$ cat config.mk
export PLATFORM = sky130hd
export DESIGN_NAME = start_code_scanner
export DESIGN_NICKNAME = d
export VERILOG_FILES = /design/src/rtl/start_code_scanner.sv
export SDC_FILE = /design/constraint.sdc
export NUM_CORES = 1
export LEC_CHECK = 0
export CORE_UTILIZATION = 40
export CTS_BUF_LIST = sky130_fd_sc_hd__clkbuf_4 sky130_fd_sc_hd__clkbuf_8
export DETAILED_ROUTE_END_ITERATION = 10
export GPL_TIMING_DRIVEN = 0
export PLACE_DENSITY = 0.81
export SYNTH_ARGS = -nofsm -noshare
export SYNTH_HDL_FRONTEND = slang
export SYNTH_SLANG_ARGS = --single-unit
$ cat constraint.sdc
create_clock -name clk -period 2.4 [get_ports clk]
set_clock_uncertainty 0.2 [all_clocks]
set_input_delay 0.48 -clock clk [delete_from_list [all_inputs] [get_ports clk]]
set_output_delay 0.48 -clock clk [all_outputs]
set_load 0.01 [all_outputs]
$ cat src/rtl/start_code_scanner.sv
// Start-code scanner: byte-aligns the bitstream, then skips bytes until the lookahead shows 0x000001.
// Optional macro SCAN_CONSUME_CODE_EN: also flush the 32-bit start code before reporting found.
module start_code_scanner #(
    parameter int MAX_SKIP = 4096,
    parameter int CNT_W    = 32
) (
    input  logic             clk,
    input  logic             rst,
    input  logic             start,
    input  logic [31:0]      show_bfr,
    input  logic [31:0]      incnt,
    input  logic             fb_done,
    output logic [31:0]      fb_N,
    output logic             fb_valid,
    output logic             busy,
    output logic             found,
    output logic [7:0]       start_code,
    output logic [CNT_W-1:0] bytes_skipped,
    output logic             err
);

    localparam logic [CNT_W-1:0] MAX_CNT = CNT_W'(MAX_SKIP);

    typedef enum logic [2:0] {
        IDLE, ALIGN, W_ALIGN, CHECK, W_SKIP, DONE
`ifdef SCAN_CONSUME_CODE_EN
        , W_CONS
`endif
    } state_t;

    state_t      state, state_n;
    logic [31:0] fb_n_q, req_n;
    logic        req, skip_inc, load_code, clr_cnt;
    logic        match;
    logic        unused_incnt;

    // Only the low three bits matter; this also covers negative counts.
    assign unused_incnt = ^incnt[31:3];
    assign match        = (show_bfr[31:8] == 24'h000001);

    always_comb begin
        state_n   = state;
        req       = 1'b0;
        req_n     = 32'd0;
        skip_inc  = 1'b0;
        load_code = 1'b0;
        clr_cnt   = 1'b0;
        found     = 1'b0;
        err       = 1'b0;
        case (state)
            IDLE: begin
                if (start) begin
                    clr_cnt = 1'b1;
                    state_n = ALIGN;
                end
            end
            ALIGN: begin
                if (incnt[2:0] != 3'd0) begin
                    req     = 1'b1;
                    req_n   = {29'd0, incnt[2:0]};
                    state_n = W_ALIGN;
                end else begin
                    state_n = CHECK;
                end
            end
            W_ALIGN: if (fb_done) state_n = CHECK;
            CHECK: begin
                if (match) begin
                    load_code = 1'b1;
`ifdef SCAN_CONSUME_CODE_EN
                    req       = 1'b1;
                    req_n     = 32'd32;
                    state_n   = W_CONS;
`else
                    state_n   = DONE;
`endif
                end else if (bytes_skipped == MAX_CNT) begin
                    err     = 1'b1;
                    state_n = IDLE;
                end else begin
                    req      = 1'b1;
                    req_n    = 32'd8;
                    skip_inc = 1'b1;
                    state_n  = W_SKIP;
                end
            end
            W_SKIP: if (fb_done) state_n = CHECK;
`ifdef SCAN_CONSUME_CODE_EN
            W_CONS: if (fb_done) state_n = DONE;
`endif
            DONE: begin
                found   = 1'b1;
                state_n = IDLE;
            end
            default: state_n = IDLE;
        endcase
    end

    // fb_N shows the new length during the request cycle and holds it afterwards.
    assign fb_valid = req;
    assign fb_N     = req ? req_n : fb_n_q;
    assign busy     = (state != IDLE);

    always_ff @(posedge clk) begin
        if (rst) begin
            state         <= IDLE;
            fb_n_q        <= 32'd0;
            start_code    <= 8'd0;
            bytes_skipped <= '0;
        end else begin
            state <= state_n;
            if (req)       fb_n_q     <= req_n;
            if (load_code) start_code <= show_bfr[7:0];
            if (clr_cnt)
                bytes_skipped <= '0;
            else if (skip_inc && bytes_skipped != MAX_CNT)
                bytes_skipped <= bytes_skipped + CNT_W'(1);
        end
    end

endmodule

==> qor.txt <==
Area growth, synth to finish -> 57.6%
Die height -> 96.2 µm
Post-Syn Area -> 0.00355 mm²
Initial Util -> 42.3%
CORE AREA -> 0.00838 mm²
Leading cell type in the layout, fill and taps excluded -> dfxtp_1
Clock-pin slew on the worst setup and hold paths -> 0.08 ns
Least-Margin Pin Slew -> 0.572 ns
Chip Width -> 96.2 µm
WL final -> 11100 µm
Vias -> 3739
Leak Pwr -> 2.18 nW
Final Power -> 0.00274 W
Initial DRT Pass Iterations -> 6
Syn Area/Cell -> 8.98 µm²
Avg Vias per Cell -> 5.64
FILL cells -> 650
Setup crit end kind -> primary output
DPL Wire Length -> 7060 µm
CTS sink count -> 75
Inserted Clock Buffers -> 9
Antenna diodes -> 0
First-pass GRT wire length -> 17100 µm
Synth warn -> 0
Worst Setup Path Type -> reg -> out
CP Data Required Time -> 1.72 ns
RSZ-0062 raised after global routing -> yes
CTS Hold Buffers Added -> 0
Place WS -> -1.30 ns
CTS tree -> built
Peak VDD IR -> 0.000272 V
Hold Startpoint -> fb_n_q[11]
Most frequent cells in the layout -> 66 x dfxtp_1, 55 x clkdlybuf4s50_1, 39 x buf_6
Largest net degree at the start of global routing -> 16
Ports -> 144
Finished Core Util -> 66.7%
Reg2reg path depth -> 6
RR Endpoint -> bytes_skipped[26]
Dpl cell area -> 0.00493 mm²
Setup crit start -> bytes_skipped[0]
Grt ovf -> 0
CTS root buf -> clkbuf_8
Hold violation count in the final report -> 0
Routed len/inst -> 16.8 µm
Share of cells above drive strength 1 -> 34.1%
Most used DFF post-synth -> dfxtp_1
Unique cell type count in the Yosys netlist -> 52
Status -> finished, violations left
Worst Slack Setup Final -> -0.512 ns
Syn_nets -> 465
Number of global-route vias before repair -> 3443
Layout Nets -> 623
Synthesized instance count -> 395
Final worst path period share -> 121%
Final setup vio count -> 35
Gp weighted congestion -> 0.884
Number of core rows -> 33
Critical path capture point -> fb_N[0]
Max frequency -> 0.343 GHz
Port bufs -> 114
Min cycle time layout -> 2.91 ns
Die ar. -> 0.00925 mm²
Sequential area share after synthesis -> 42.3%
CP Data Arrival Time -> 2.23 ns
Register bit count reported by yosys -> 75
Failing checks -> setup timing
Maxcap violations -> 0
Fin area -> 0.00559 mm²
Async SR Flop Fraction -> 0%
Final Slew Violations -> 0
Max Root-Sink Buffers -> 2
Initial antenna violation count -> 0
PwrDens -> 490 mW/mm²
Clock latency on the worst-skew pair -> 0.35 ns
DR DRC count -> 0
R2r setup slk -> -0.02 ns
Antenna-violating nets left -> 0
DRT iter0 DRCs -> 270
Hold Crit Class -> reg -> reg
Reg2reg start -> bytes_skipped[3]
Gr usage total -> 23.9%
Max_slew headroom -> 61.7%
H-tree Lvls -> 3
EDFF count, synth -> 0
Crit path launch type -> register
Crit path max fanout -> 7
## area by class of cell
type / count / area [µm²] / share of cell area, %
buffer: 24 / 200 / 3.58
clock buffer: 9 / 124 / 2.22
clock inverter: 7 / 81.3 / 1.45
inverter: 4 / 22.5 / 0.403
multi-input combinational: 290 / 2130 / 38.0
sequential: 75 / 1520 / 27.2
tap: 105 / 131 / 2.35
timing repair buffer: 149 / 1390 / 24.8
## repair_timing
item,CTS,global route
gates cloned,3,1
buffers inserted,24,8
pin swaps,31,9
resized for setup,272,45
setup endpoints to repair,94,68
## cell families after synthesis
logic type      share of synthesized area [%]
fa+ha+maj                               0.705
flops                                    42.3
compound gates                           16.1
buf+inv                                  4.13
mux                                      3.10
simple gates                             33.7
## power breakdown
| part | leakage [nW] | switching [W] | internal (W) |
|---|---|---|---|
| Clock | 0.102 | 0.000525 | 0.000499 |
| Combinational | 1.47 | 0.000229 | 0.000228 |
| Sequential | 0.610 | 0.00000803 | 0.00125 |
## sequential cells by signal, summed over array words and instances, names as in the netlist
register	cells
start_code	8
state	3
fb_n_q	32
bytes_skipped	32
## worst min-delay path by stage
| stage | to | slack (ns) | cells past startpoint |
|---|---|---|---|
| finish | fb_n_q[11] | 0.26 | 1 |
| detailed placement | fb_n_q[23] | 0.24 | 1 |
| global placement | fb_n_q[26] | 0.23 | 1 |
| global route | fb_n_q[21] | 0.29 | 1 |
| CTS | fb_n_q[11] | 0.26 | 1 |
| floorplan | fb_n_q[11] | 0.22 | 1 |
## routing by layer
| layer | GRT usage, % | share of wire [%] | wire length [µm] |
|---|---|---|---|
| met1 | 31.0 | 42 | 4630 |
| met2 | 40.2 | 49 | 5500 |
| met3 | 4.42 | 7.0 | 785 |
| met4 | 7.09 | 2.1 | 234 |
| met5 | 0 | 0 | 0 |
## worst max-delay path, stage by stage (launching register included)
cell	delay, ns
dfxtp_4	0.36
inv_4	0.06
ha_4	0.11
nor4b_4	0.22
nand4_2	0.14
or2_4	0.30
a21oi_4	0.17
buf_12	0.15
buf_6	0.10
a22o_1	0.14
buf_2	0.13
## synth_stat cells, types with 2 or more instances
cell type | number | area (µm²)
nor2_1 | 22 | 82.6
and2_1 | 59 | 369
ha_1 | 2 | 25.0
a22o_1 | 6 | 52.6
buf_2 | 9 | 45.0
nand2b_1 | 3 | 18.8
mux2i_1 | 11 | 110
a21oi_1 | 27 | 135
nand3b_1 | 3 | 22.5
nor4_1 | 13 | 81.3
nor4b_2 | 2 | 30.0
dfxtp_1 | 75 | 1500
nor3_1 | 4 | 20.0
or4_1 | 14 | 105
a31oi_1 | 2 | 12.5
o21a_1 | 4 | 30.0
nand2_1 | 17 | 63.8
clkbuf_1 | 11 | 41.3
a21bo_2 | 2 | 20.0
nand4_1 | 9 | 56.3
nand3_1 | 18 | 90.1
nor2b_1 | 3 | 18.8
buf_4 | 4 | 30.0
nor3_2 | 2 | 20.0
and3_1 | 7 | 43.8
o31a_1 | 3 | 26.3
a41o_1 | 2 | 20.0
o2111ai_1 | 3 | 26.3
o31ai_1 | 11 | 82.6
inv_1 | 4 | 15.0
or3_1 | 8 | 50.1
o211ai_1 | 2 | 15.0
and4_1 | 4 | 35.0
o21ai_0 | 11 | 55.1
## metrics by stage
step	instances	setup TNS, ns	hold slack, ns
after floorplan	395	-3.28	0.221
after global placement	614	-75.10	0.234
after detailed placement	614	-74.48	0.235
after CTS	655	-16.52	0.264
after global routing	663	-19.04	0.286
final	663	-15.84	0.263
(Power assumes the default switching activity.)
==> edit 1, RTL diff (same flow settings) <==
Put a register stage on the outputs `fb_N`, `fb_valid` and `busy`. The values now appear one clock later. The other outputs are not delayed to match. Comments in the files are not updated.
--- a/src/rtl/start_code_scanner.sv
+++ b/src/rtl/start_code_scanner.sv
@@ -98,7 +98,9 @@
 
     // fb_N shows the new length during the request cycle and holds it afterwards.
-    assign fb_valid = req;
-    assign fb_N     = req ? req_n : fb_n_q;
-    assign busy     = (state != IDLE);
+    always_ff @(posedge clk) begin
+        fb_N     <= req ? req_n : fb_n_q;
+        fb_valid <= req;
+        busy     <= (state != IDLE);
+    end
 
     always_ff @(posedge clk) begin
Check against the original RTL: not equivalent (a bounded check fails within 4 cycles, from zero or initial values and one cycle with rst high).
==> edit 1 against the original RTL <==
- the flow still finishes with violations (setup timing)
- setup slack improved by 230 ps
- sequential cell count increased by 34
- clock power increased by 14%
- non-clock buffer count decreased by 14
- core utilization decreased by 5.9 points
- area after synthesis increased by 19%
- synthesized cell count increased by 13%
- cell area increased by 12%
- wire length increased by 11%
- power increased by 29%
- largest power group unchanged
==> edit 1: results (changes against the original RTL) <==
global_routing:
  grt_pass1_vias: 3857  # +12%
  grt_util_met3_pct: 4.492  # +0.068 points
  grtUsageMet2_pct: 37.13  # -3.1 points
  grt_max_degree: 24  # +8
  grt_usage_pct: 21.47  # -2.4 points
  grt_use_met1_pct: 25.45  # -5.5 points
  grt_pass1_wl_um: 18720  # +9.6%
pwr:
  p_leak_uw: 0.002371  # +8.7%
  ir_drop_mv: 0.3361  # +24%
setup_path:
  critical_path_arrival_ps: 2010  # -220 ps
  worst-path-max-fanout: 5  # -2
  crit_path_start: "bytes_skipped[26]"
  worstReg2RegStart: "bytes_skipped[26]"
layout:
  reg.largest.list: "bytes_skipped: 32 flops, fb_N: 32 flops, fb_n_q: 32 flops"
  nNetsFinal: 661  # +6.1%
  bufAreaShareNonClock_pct: 23.94  # -4.4 points
  buffers: 159  # -8.1%
  multiInputGateArea_um2: 2112  # -0.71%
  drive_gt1_share_pct: 19.46  # -15 points
  inv_count: 7  # +3
  multi_input_cells: 305  # +5.2%
  fin_util_pct: 60.81  # -5.9 points
  fillers: 829  # +28%
  clockNetworkAreaShare_pct: 3.443  # -0.23 points
status:
  status: "complete, but fails checks"
  violations: "setup timing"
synthesis:
  synth_common_cells: "109 x dfxtp_1, 57 x and2_1, 26 x a21oi_1, 26 x nor2_1, 22 x nand2_1"
  synth_fa_ha_area_share_pct: 0.5947  # -0.11 points
  synth.area.mux_share_pct: 3.330  # +0.23 points
  syn_avg_cell_area_um2: 9.434  # +5.1%
  synth.area.top_cells: "dfxtp_1 52%, and2_1 8.5%, mux2i_1 3.3%"
  synth_xor_area_share_pct: 0.2081  # +0.21 points
  syn_nets: 516  # +11%
  syn_inst: 446  # +13%
  synth_compound_area_share_pct: 11.86  # -4.2 points
sta:
  maxSlewHeadroom_pct: 59.27  # -2.4 points
  fin_ws_ps: -286.1  # +225.7 ps
  fin_setup_tns_ps: -286.1  # +15560 ps
  finalSetupViolCount: 1  # -97%
  whs_ps: 248.2  # -14.41 ps
routing:
  wl_um: 12420  # +11%
  drt_iter0_markers: 428  # +59%
  wl_met1_um: 4966  # +7.3%
  highest_layer: "met4"
  viasPerCell: 5.567  # -1.3%
  route.met3.wl_um: 938  # +19%
  drt_pass1_iterations: 5  # -1
placed_design:
  gp_congestion: 0.8990  # +1.7%
  place_inst: 696  # +13%
  place_area_um2: 5532  # +12%
  dp_hpwl_um: 7933  # +12%
worst_hold_path:
  min_path_type: "reg -> reg"
  hold_start: "fb_n_q[21]"
clock_tree:
  clkTransAtPathRegs_ps: 120  # +40 ps
  insertion_delay_ps: 390  # +40 ps
  cts_num_sinks: 109  # +45%
edit 1: worst paths after layout:
check / to / cells past startpoint
worst max register to register: fb_n_q[23] / 7
worst max-delay path: err / 6
worst min register to register: fb_N[21] / 1
worst min-delay path: fb_N[21] / 1
edit 1: power breakdown:
part	total [uW]	switching (uW)	leakage, uW	internal (uW)
sequential	1860	16.6	0.000892	1850
clock	1160	726	0.000107	434
combinational	527	284	0.00137	243
edit 1: repair_timing:
action / 4_1_cts / 5_1_grt
endpoints found under the setup margin: 98 / 96
setup buffers: 15 / 8
cloned: 0 / 1
endpoints found under the hold margin: 0 / 0
pin swaps: 15 / 19
resized for setup: 60 / 72
edit 1: critical path, delay by kind of cell, from the launching register on:
family / cells / cell delay, ps
buffers and inverters: 2 / 260
DFF: 1 / 400
and+or+nand+nor: 4 / 980
edit 1: cell families (layout without fill, tap and decap cells):
kind of cell	count (synthesis)	after routing
compound gates	78	78
xor+xnor	1	1
fa+ha+maj	2	2
buf+inv	32	182
flops	109	109
mux	14	14
simple gates	210	210
==> edit 2, RTL diff (config.mk and constraints unchanged) <==
Without the edit above. Set the parameter `CNT_W` to 28 (it was 32).
--- a/src/rtl/start_code_scanner.sv
+++ b/src/rtl/start_code_scanner.sv
@@ -3,5 +3,5 @@
 module start_code_scanner #(
     parameter int MAX_SKIP = 4096,
-    parameter int CNT_W    = 32
+    parameter int CNT_W    = 28
 ) (
     input  logic             clk,
Interface: changed (resized bytes_skipped); port bits go from 144 to 140. The function was not compared with the original's and may differ.
==> edit 2 against the original RTL <==
- the run still ends with setup timing left
- sequential cell count is 4 lower
- area after synthesis is 5.1% lower
- via count is 6.8% lower
- global-route usage is 0.82 points lower
- setup slack got worse by 26 ps
- sequential share of layout area down 1.2 points
- hold slack about the same
- combinational power rose by 1%
- wire length down 4.8%
- power decreased by 2.2%
- cell area decreased by 0.49%
==> edit 2: results (changes against the original RTL) <==
status:
  status: "complete, but fails checks"
  violations: "setup timing"
synthesis:
  ys_seq_area_share_pct: 42.25  # -0.082 points
  syn_avg_cell_area_um2: 9.118  # +1.5%
  synth_common_cells: "71 x dfxtp_1, 59 x and2_1, 23 x a21oi_1, 23 x nand2_1, 22 x nor2_1"
  syn_nets: 439  # -5.6%
  netlist.area_leader.share_pct: 42.25  # -0.082 points
  synth_cell_types: 56  # +7.7%
  synth-main-ff-cell: "dfxtp_1"
  synth.area.top_cells: "dfxtp_1 42%, and2_1 11%, a21oi_1 3.4%"
  synth_most_common_cell: "dfxtp_1"
routing:
  wl_met2_um: 5520  # +0.44%
  num_vias: 3486  # -6.8%
  route.met3.wl_um: 663  # -16%
  drt_pass1_iterations: 5  # -1
  drt_iter0_markers: 168  # -38%
  wl_met1_um: 4169  # -9.9%
  wl_per_cell_um: 16.54  # -1.6%
layout:
  nNetsFinal: 601  # -3.5%
  reg.largest.list: "fb_n_q: 32 flops, bytes_skipped: 28 flops, start_code: 8 flops"
  diodes: 0  # unchanged
  drive_gt1_share_pct: 37.13  # +3.1 points
  fin_cells: 641  # -3.3%
  fillers: 600  # -7.7%
setup_path:
  worstReg2RegStart: "bytes_skipped[0]"
  reg2reg_slack_ps: -250  # -230 ps
  crit_family: "simple AND/OR/NAND/NOR gates"
  critical_path_arrival_ps: 2260  # +30 ps
  critPathKind: "reg -> out"
sta:
  fin_setup_tns_ps: -22420  # -6582 ps
  whs_ps: 262.9  # +0.3200 ps
  finalSetupViolCount: 65  # +86%
  fin_ws_ps: -537.9  # -26.06 ps
  tightest_slew_ps: 554.0  # -17.57 ps
placed_design:
  dp_hpwl_um: 6502  # -7.9%
  place_inst: 583  # -5.0%
  dp_slack_ps: -1217  # +78.32 ps
  io_buffers: 109  # -4.4%
  gp_congestion: 0.8603  # -2.7%
clock_tree:
  insertion_delay_ps: 350  # about the same
pwr:
  p_int_uw: 1986  # +0.34%
  p_leak_uw: 0.002264  # +3.7%
  ir_drop_mv: 0.3488  # +28%
global_routing:
  grt_pass1_wl_um: 15820  # -7.4%
  grt_usage_pct: 23.08  # -0.82 points
  grt_max_degree: 13  # -3
  grt_pass1_vias: 3267  # -5.1%
edit 2: cell types whose count changed after synthesis, moves of 4 or more:
| cell | change |
|---|---|
| o31ai_1 | -11 |
| or4_1 | -10 |
| buf_6 | +8 |
| buf_2 | -7 |
| clkbuf_1 | -6 |
| nand2_1 | +6 |
| o21ai_0 | +6 |
| nand3_1 | -5 |
| or3_1 | +5 |
| a21oi_1 | -4 |
| dfxtp_1 | -4 |
| o211ai_1 | +4 |
edit 2: cells by family after synthesis:
group / after synthesis / share of synthesized area [%]
adders and majority gates: 2 / 0.7437
and+or+nand+nor: 189 / 33.99
muxes: 11 / 3.273
xor gates and xnor gates: 3 / 0.7811
buffers and inverters: 26 / 5.170
AOI/OAI and AO/OA: 67 / 13.80
DFF: 71 / 42.25
edit 2: repair_timing:
| item | 4_1_cts | 5_1_grt |
|---|---|---|
| pin swaps | 22 | 14 |
| gates resized for setup | 257 | 37 |
| gates cloned | 3 | 3 |
| endpoints found under the setup margin | 44 | 97 |
| setup buffers | 31 | 12 |
edit 2: power by group through the flow:
stage | Sequential [uW] | Combinational [uW] | Clock [uW]
floorplan | 1220 | 205 | 0
global placement | 1220 | 349 | 0
detailed placement | 1220 | 359 | 0
CTS | 1190 | 424 | 1040
global route | 1190 | 497 | 1100
finish | 1190 | 462 | 1030
edit 2: area by class of cell:
class | count | area share [%]
buffer | 18 | 2.653
clock buffer | 12 | 2.968
clock inverter | 4 | 0.9220
inverter | 5 | 0.4273
multi-input combinational | 272 | 37.69
sequential | 71 | 26.02
tap | 105 | 2.361
timing repair buffer | 154 | 26.96
edit 2: metal layers:
| metal | global-route usage (%) | vias to the layer above |
|---|---|---|
| met5 | 0 | - |
| met1 | 27.84 | 1640 |
| met4 | 9.744 | 0 |
| met3 | 4.288 | 22 |
| li1 | - | 1654 |
| met2 | 39.96 | 170 |
edit 2: worst paths after layout:
path / endpoint / cells after the start
hold / removal: fb_n_q[11] / 1
setup reg to reg: fb_n_q[16] / 13
setup / recovery: fb_N[2] / 10
hold reg to reg: fb_n_q[11] / 1
edit 2: through the flow:
step                area [um2]  total power, uW
floorplan                 3458             1426
global placement          4681             1571
detailed placement        4681             1582
CTS                       5303             2654
global route              5564             2788
finish                    5564             2681
